<file path="src/rtl/ahb_pkg.sv">
// Shared AHB-Lite encodings and the default-slave state type used by the
// slave response multiplexor.
package ahb_pkg;

    localparam logic [1:0] HTRANS_IDLE   = 2'b00;
    localparam logic [1:0] HTRANS_BUSY   = 2'b01;
    localparam logic [1:0] HTRANS_NONSEQ = 2'b10;
    localparam logic [1:0] HTRANS_SEQ    = 2'b11;

    localparam logic RESP_OKAY  = 1'b0;
    localparam logic RESP_ERROR = 1'b1;

    typedef enum logic [1:0] {
        DS_IDLE = 2'b00,
        DS_ERR1 = 2'b01,
        DS_ERR2 = 2'b10
    } def_state_e;

endpackage

</file>
<file path="src/rtl/ahb_default_slave.sv">
// Default slave: answers every unmapped active transfer with the two-cycle
// AHB ERROR response (wait+ERROR, then ready+ERROR).
module ahb_default_slave
    import ahb_pkg::*;
(
    input  logic HCLK,
    input  logic HRESET,
    input  logic def_sampled_i,
    output logic hreadyout_o,
    output logic hresp_o
);

    def_state_e state_q, state_d;

    always_ff @(posedge HCLK) begin
        if (HRESET) state_q <= DS_IDLE;
        else        state_q <= state_d;
    end

    always_comb begin
        state_d     = state_q;
        hreadyout_o = 1'b1;
        hresp_o     = RESP_OKAY;
        case (state_q)
            DS_IDLE: begin
                if (def_sampled_i) state_d = DS_ERR1;
            end
            DS_ERR1: begin
                hreadyout_o = 1'b0;
                hresp_o     = RESP_ERROR;
                state_d     = DS_ERR2;
            end
            DS_ERR2: begin
                hresp_o = RESP_ERROR;
                // A fresh unmapped address phase here chains straight into ERR1.
                state_d = def_sampled_i ? DS_ERR1 : DS_IDLE;
            end
            default: state_d = DS_IDLE;
        endcase
    end

endmodule

</file>
<file path="src/rtl/ahb_slave_mux.sv">
// AHB-Lite response multiplexor: registers the decoder select for the data
// phase and routes the selected slave (or the default slave) back to the master.
module ahb_slave_mux
    import ahb_pkg::*;
#(
    parameter int NSLV = 4,
    parameter int DW   = 32
) (
    input  logic               HCLK,
    input  logic               HRESET,
    input  logic [NSLV-1:0]    HSEL,
    input  logic [1:0]         HTRANS,
    input  logic [NSLV*DW-1:0] HRDATA_S,
    input  logic [NSLV-1:0]    HREADYOUT_S,
    input  logic [NSLV-1:0]    HRESP_S,
    output logic [DW-1:0]      HRDATA,
    output logic               HREADY,
    output logic               HRESP
);

    // sel_q[NSLV] is the default slave; all-zero means no data phase (NONE).
    logic [NSLV:0]   sel_q, sel_d;
    logic [NSLV-1:0] hsel_low;
    logic            trans_active;
    logic            def_sampled;
    logic            def_hready, def_hresp;

    assign trans_active = (HTRANS == HTRANS_NONSEQ) || (HTRANS == HTRANS_SEQ);
    // Isolate the lowest set bit so a multi-hot select resolves deterministically.
    assign hsel_low     = HSEL & (~HSEL + {{(NSLV-1){1'b0}}, 1'b1});
    assign def_sampled  = HREADY && (HSEL == '0) && trans_active;

    always_comb begin
        sel_d = sel_q;
        if (HREADY) begin
            if (HSEL != '0) begin
                sel_d = {1'b0, hsel_low};
            end else if (trans_active) begin
                sel_d       = '0;
                sel_d[NSLV] = 1'b1;
            end else begin
                sel_d = '0;
            end
        end
    end

    always_ff @(posedge HCLK) begin
        if (HRESET) sel_q <= '0;
        else        sel_q <= sel_d;
    end

    ahb_default_slave u_def (
        .HCLK          (HCLK),
        .HRESET        (HRESET),
        .def_sampled_i (def_sampled),
        .hreadyout_o   (def_hready),
        .hresp_o       (def_hresp)
    );

    always_comb begin
        HRDATA = '0;
        HREADY = 1'b1;
        HRESP  = RESP_OKAY;
        for (int k = 0; k < NSLV; k++) begin
            if (sel_q[k]) begin
                HRDATA = HRDATA_S[k*DW +: DW];
                HREADY = HREADYOUT_S[k];
                HRESP  = HRESP_S[k];
            end
        end
        if (sel_q[NSLV]) begin
            HREADY = def_hready;
            HRESP  = def_hresp;
        end
    end

endmodule

</file>
<file path="config.mk">
export PLATFORM = sky130hd
export DESIGN_NAME = ahb_slave_mux
export DESIGN_NICKNAME = d
export VERILOG_FILES = /design/src/rtl/ahb_pkg.sv /design/src/rtl/ahb_default_slave.sv /design/src/rtl/ahb_slave_mux.sv
export SDC_FILE = /design/constraint.sdc
export NUM_CORES = 1
export LEC_CHECK = 0
export CAP_MARGIN = 40
export CORE_AREA = 2 2 69 71
export CTS_CLUSTER_DIAMETER = 30
export DETAILED_ROUTE_END_ITERATION = 7
export DIE_AREA = 0 0 71 73
export DONT_BUFFER_PORTS = 1
export PLACE_DENSITY = 0.48
export SYNTH_ARGS = -nofsm -noshare
export SYNTH_HDL_FRONTEND = slang
export SYNTH_SLANG_ARGS = --single-unit
</file>
<file path="constraint.sdc">
create_clock -name HCLK -period 4.6 [get_ports HCLK]
set_input_delay 0.92 -clock HCLK [delete_from_list [all_inputs] [get_ports HCLK]]
set_output_delay 0.92 -clock HCLK [all_outputs]
set_load 0.01 [all_outputs]
</file>
==> flow_metrics.tcl <==
set metrics [dict create \
    post_cts_buffers 0 \
    cp.buffers_inverters 2 \
    grt_pass1_vias 1265 \
    cp_slowest_cell "nor2b_2" \
    antenna_left 0 \
    core_area_sq_um 4540 \
    setup_viol_count_final 0 \
    synthMuxAreaShare 0.00749 \
    finalMaxSlewViolations 0 \
    slew_headroom 0.623 \
    ys_top_cells_by_count "a21oi_1, nand2_1, o21ai_0" \
    synth_top_cell_by_area "a22oi_1" \
    synth_top_family_by_area "compound AO/OA/AOI/OAI gates" \
    synth_compound_area_frac 0.510 \
    status "completed" \
    die_area_sq_um 5180 \
    yosysWarnings 0 \
    clk_latency_ns 0.23 \
    grt_overflow_total 0 \
    synth.avg_cell_area_sq_um 5.74 \
    hold_class "reg2reg" \
    max-vdd-ir-drop_mv 0.157 \
    gp_congestion 0.751 \
    ys_seq_area_frac 0.105 \
    cts_buffer_depth 2 \
    yosysMostFrequentCell "a21oi_1" \
    clock_skew_ns 0.00257 \
    ios 178 \
    rsz0062_at_grt "no" \
    setup_tns_ns 0 \
    synth_nets 381 \
    cp.required_ns 3.68 \
    ys.flop_type "dfxtp_1" \
    slowest_delay_ns 0.51 \
    drtIter0Drc 71 \
    die_x_um 71 \
    cp-start-kind "register" \
    htree_levels 1 \
    cts_buffers 3 \
    postCtsHoldBufs 0 \
    synth-edff-count 0 \
    netlist_area_sq_um 1340 \
    antenna_found_initial 0 \
    clk_pin_slew_ns 0.04 \
    area_growth_pct 4.03 \
    cts.sinks 7 \
    clock.fmax_mhz 307 \
    grt_usage 0.143 \
    initial_core_util 0.295 \
    num_vias 1576 \
    viasPerCell 5.77 \
    drive_gt1_frac 0.0639 \
    synth-async-reset-ratio 0 \
    p_leak_nw 0.466 \
    die_h_um 73 \
    rows 25 \
    wl_per_cell_um 16.5 \
    cp_max_fo 36 \
    fin_nets 368 \
    synthDominantCellAreaShare 0.180 \
    synth-xor-area-share 0 \
    grt_start_max_net_pins 41 \
    finalHoldViolations 0 \
    path_cells "buf_4, nor2b_2, buf_4, a22oi_1, nor2_1, a21oi_1, o21ai_0" \
    cap_violations 0 \
    cts-root-buf "clkbuf_8" \
    ys_top_cells_by_area "a22oi_1, a21oi_1, o21ai_0" \
    criticalPathCategory "reg2out" \
    dp_cells 269 \
    drt_wl_total_mm 4.50 \
    powerDensity_nw_per_um2 188 \
    cp-end-kind "primary output" \
    hpwl_mm 3.45 \
    ys_seq_elements 7 \
    crit_family "buffers and inverters" \
    synth_cell_types 26 \
    crit_top_cell "buf_4" \
    drt_first_pass_iters 5 \
    finalCritPeriodShare 0.709 \
    stdcell_count 273 \
    synth-simple-area-share 0.258 \
    port_buffers 0 \
    synth_fa_ha_area_frac 0.0375 \
    cts_tree "built" \
    arrival_ns 2.34 \
    grt_pass1_wl_mm 5.98 \
    antennaDiodeCount 0 \
    min_period_ns 3.26 \
    drc_errors 0 \
    post_cts_resized 0 \
    syn_inst 233 \
    fillCellCount 519 \
    tightest_slew_ns 0.560 \
]
-- kinds of logic (layout without fill, tap and decap cells) --
family,count (synthesis),in the layout
buf+inv,26,12
flops,7,7
simple gates,83,83
mux,1,1
compound gates,112,112
fa+ha+maj,4,4
-- cell type report --
type / instances / area (sq um) / area share
Timing Repair Buffer: 4 / 30.0 / 0.0216
Multi-Input combinational cell: 200 / 1090 / 0.784
Tap cell: 54 / 67.6 / 0.0486
Sequential cell: 7 / 143 / 0.103
Inverter: 4 / 15.0 / 0.0108
Clock buffer: 4 / 45.0 / 0.0324
-- tightest hold or removal path: stages, from the launching register on --
cell and delay, ns:
dfxtp_1 0.33, nand3_1 0.07, a21oi_1 0.06
-- power by group --
part	internal [W]	switching, W
clock network	0.0000599	0.0000257
logic	0.0000362	0.0000723
registers	0.0000631	0.00000467
-- path summary, 6_finish.rpt --
check / start / to / slack [ns] / depth (start not counted)
min: u_def.state_q[0] / u_def.state_q[0] / 0.50 / 2
max reg2reg: sel_q[3] / sel_q[2] / 2.29 / 6
min reg2reg: u_def.state_q[0] / u_def.state_q[0] / 0.50 / 2
max: sel_q[1] / HRDATA[0] / 1.34 / 7
-- metrics by stage --
stage	setup WS, ns	util	hold slack (ns)	cell area, sq um	power (W)
3_3_place_gp	1.59	0.297	0.492	1350	0.000177
2_1_floorplan	2.09	-	0.455	1340	0.000161
5_1_grt	1.22	0.306	0.541	1390	0.000283
4_1_cts	1.35	0.306	0.506	1390	0.000266
6_report	1.34	0.306	0.500	1390	0.000262
3_5_place_dp	1.59	0.297	0.500	1350	0.000177
-- state kept, by name, indices dropped and copies added, names as in the netlist --
name           count
sel_q              5
u_def.state_q      2
-- layout by cell type, fill, tap and decap left out, types with 2 or more instances in the layout --
| master | count |
|---|---|
| nor2b_1 | 2 |
| clkbuf_8 | 3 |
| a22oi_1 | 32 |
| nand2_1 | 38 |
| inv_1 | 4 |
| ha_1 | 4 |
| nor3_1 | 2 |
| o21ai_0 | 35 |
| nor2_1 | 34 |
| dfxtp_1 | 5 |
| dfxtp_2 | 2 |
| a21oi_1 | 39 |
| buf_4 | 4 |
-- metal layers --
metal	vias to the layer above	track usage	wire [um]
met1	669	0.181	1900
met3	2	0.0138	358
met4	0	0.0419	8
li1	815	-	-
met2	90	0.255	2240
met5	-	0	0
Power figures use the tool's default switching activity.
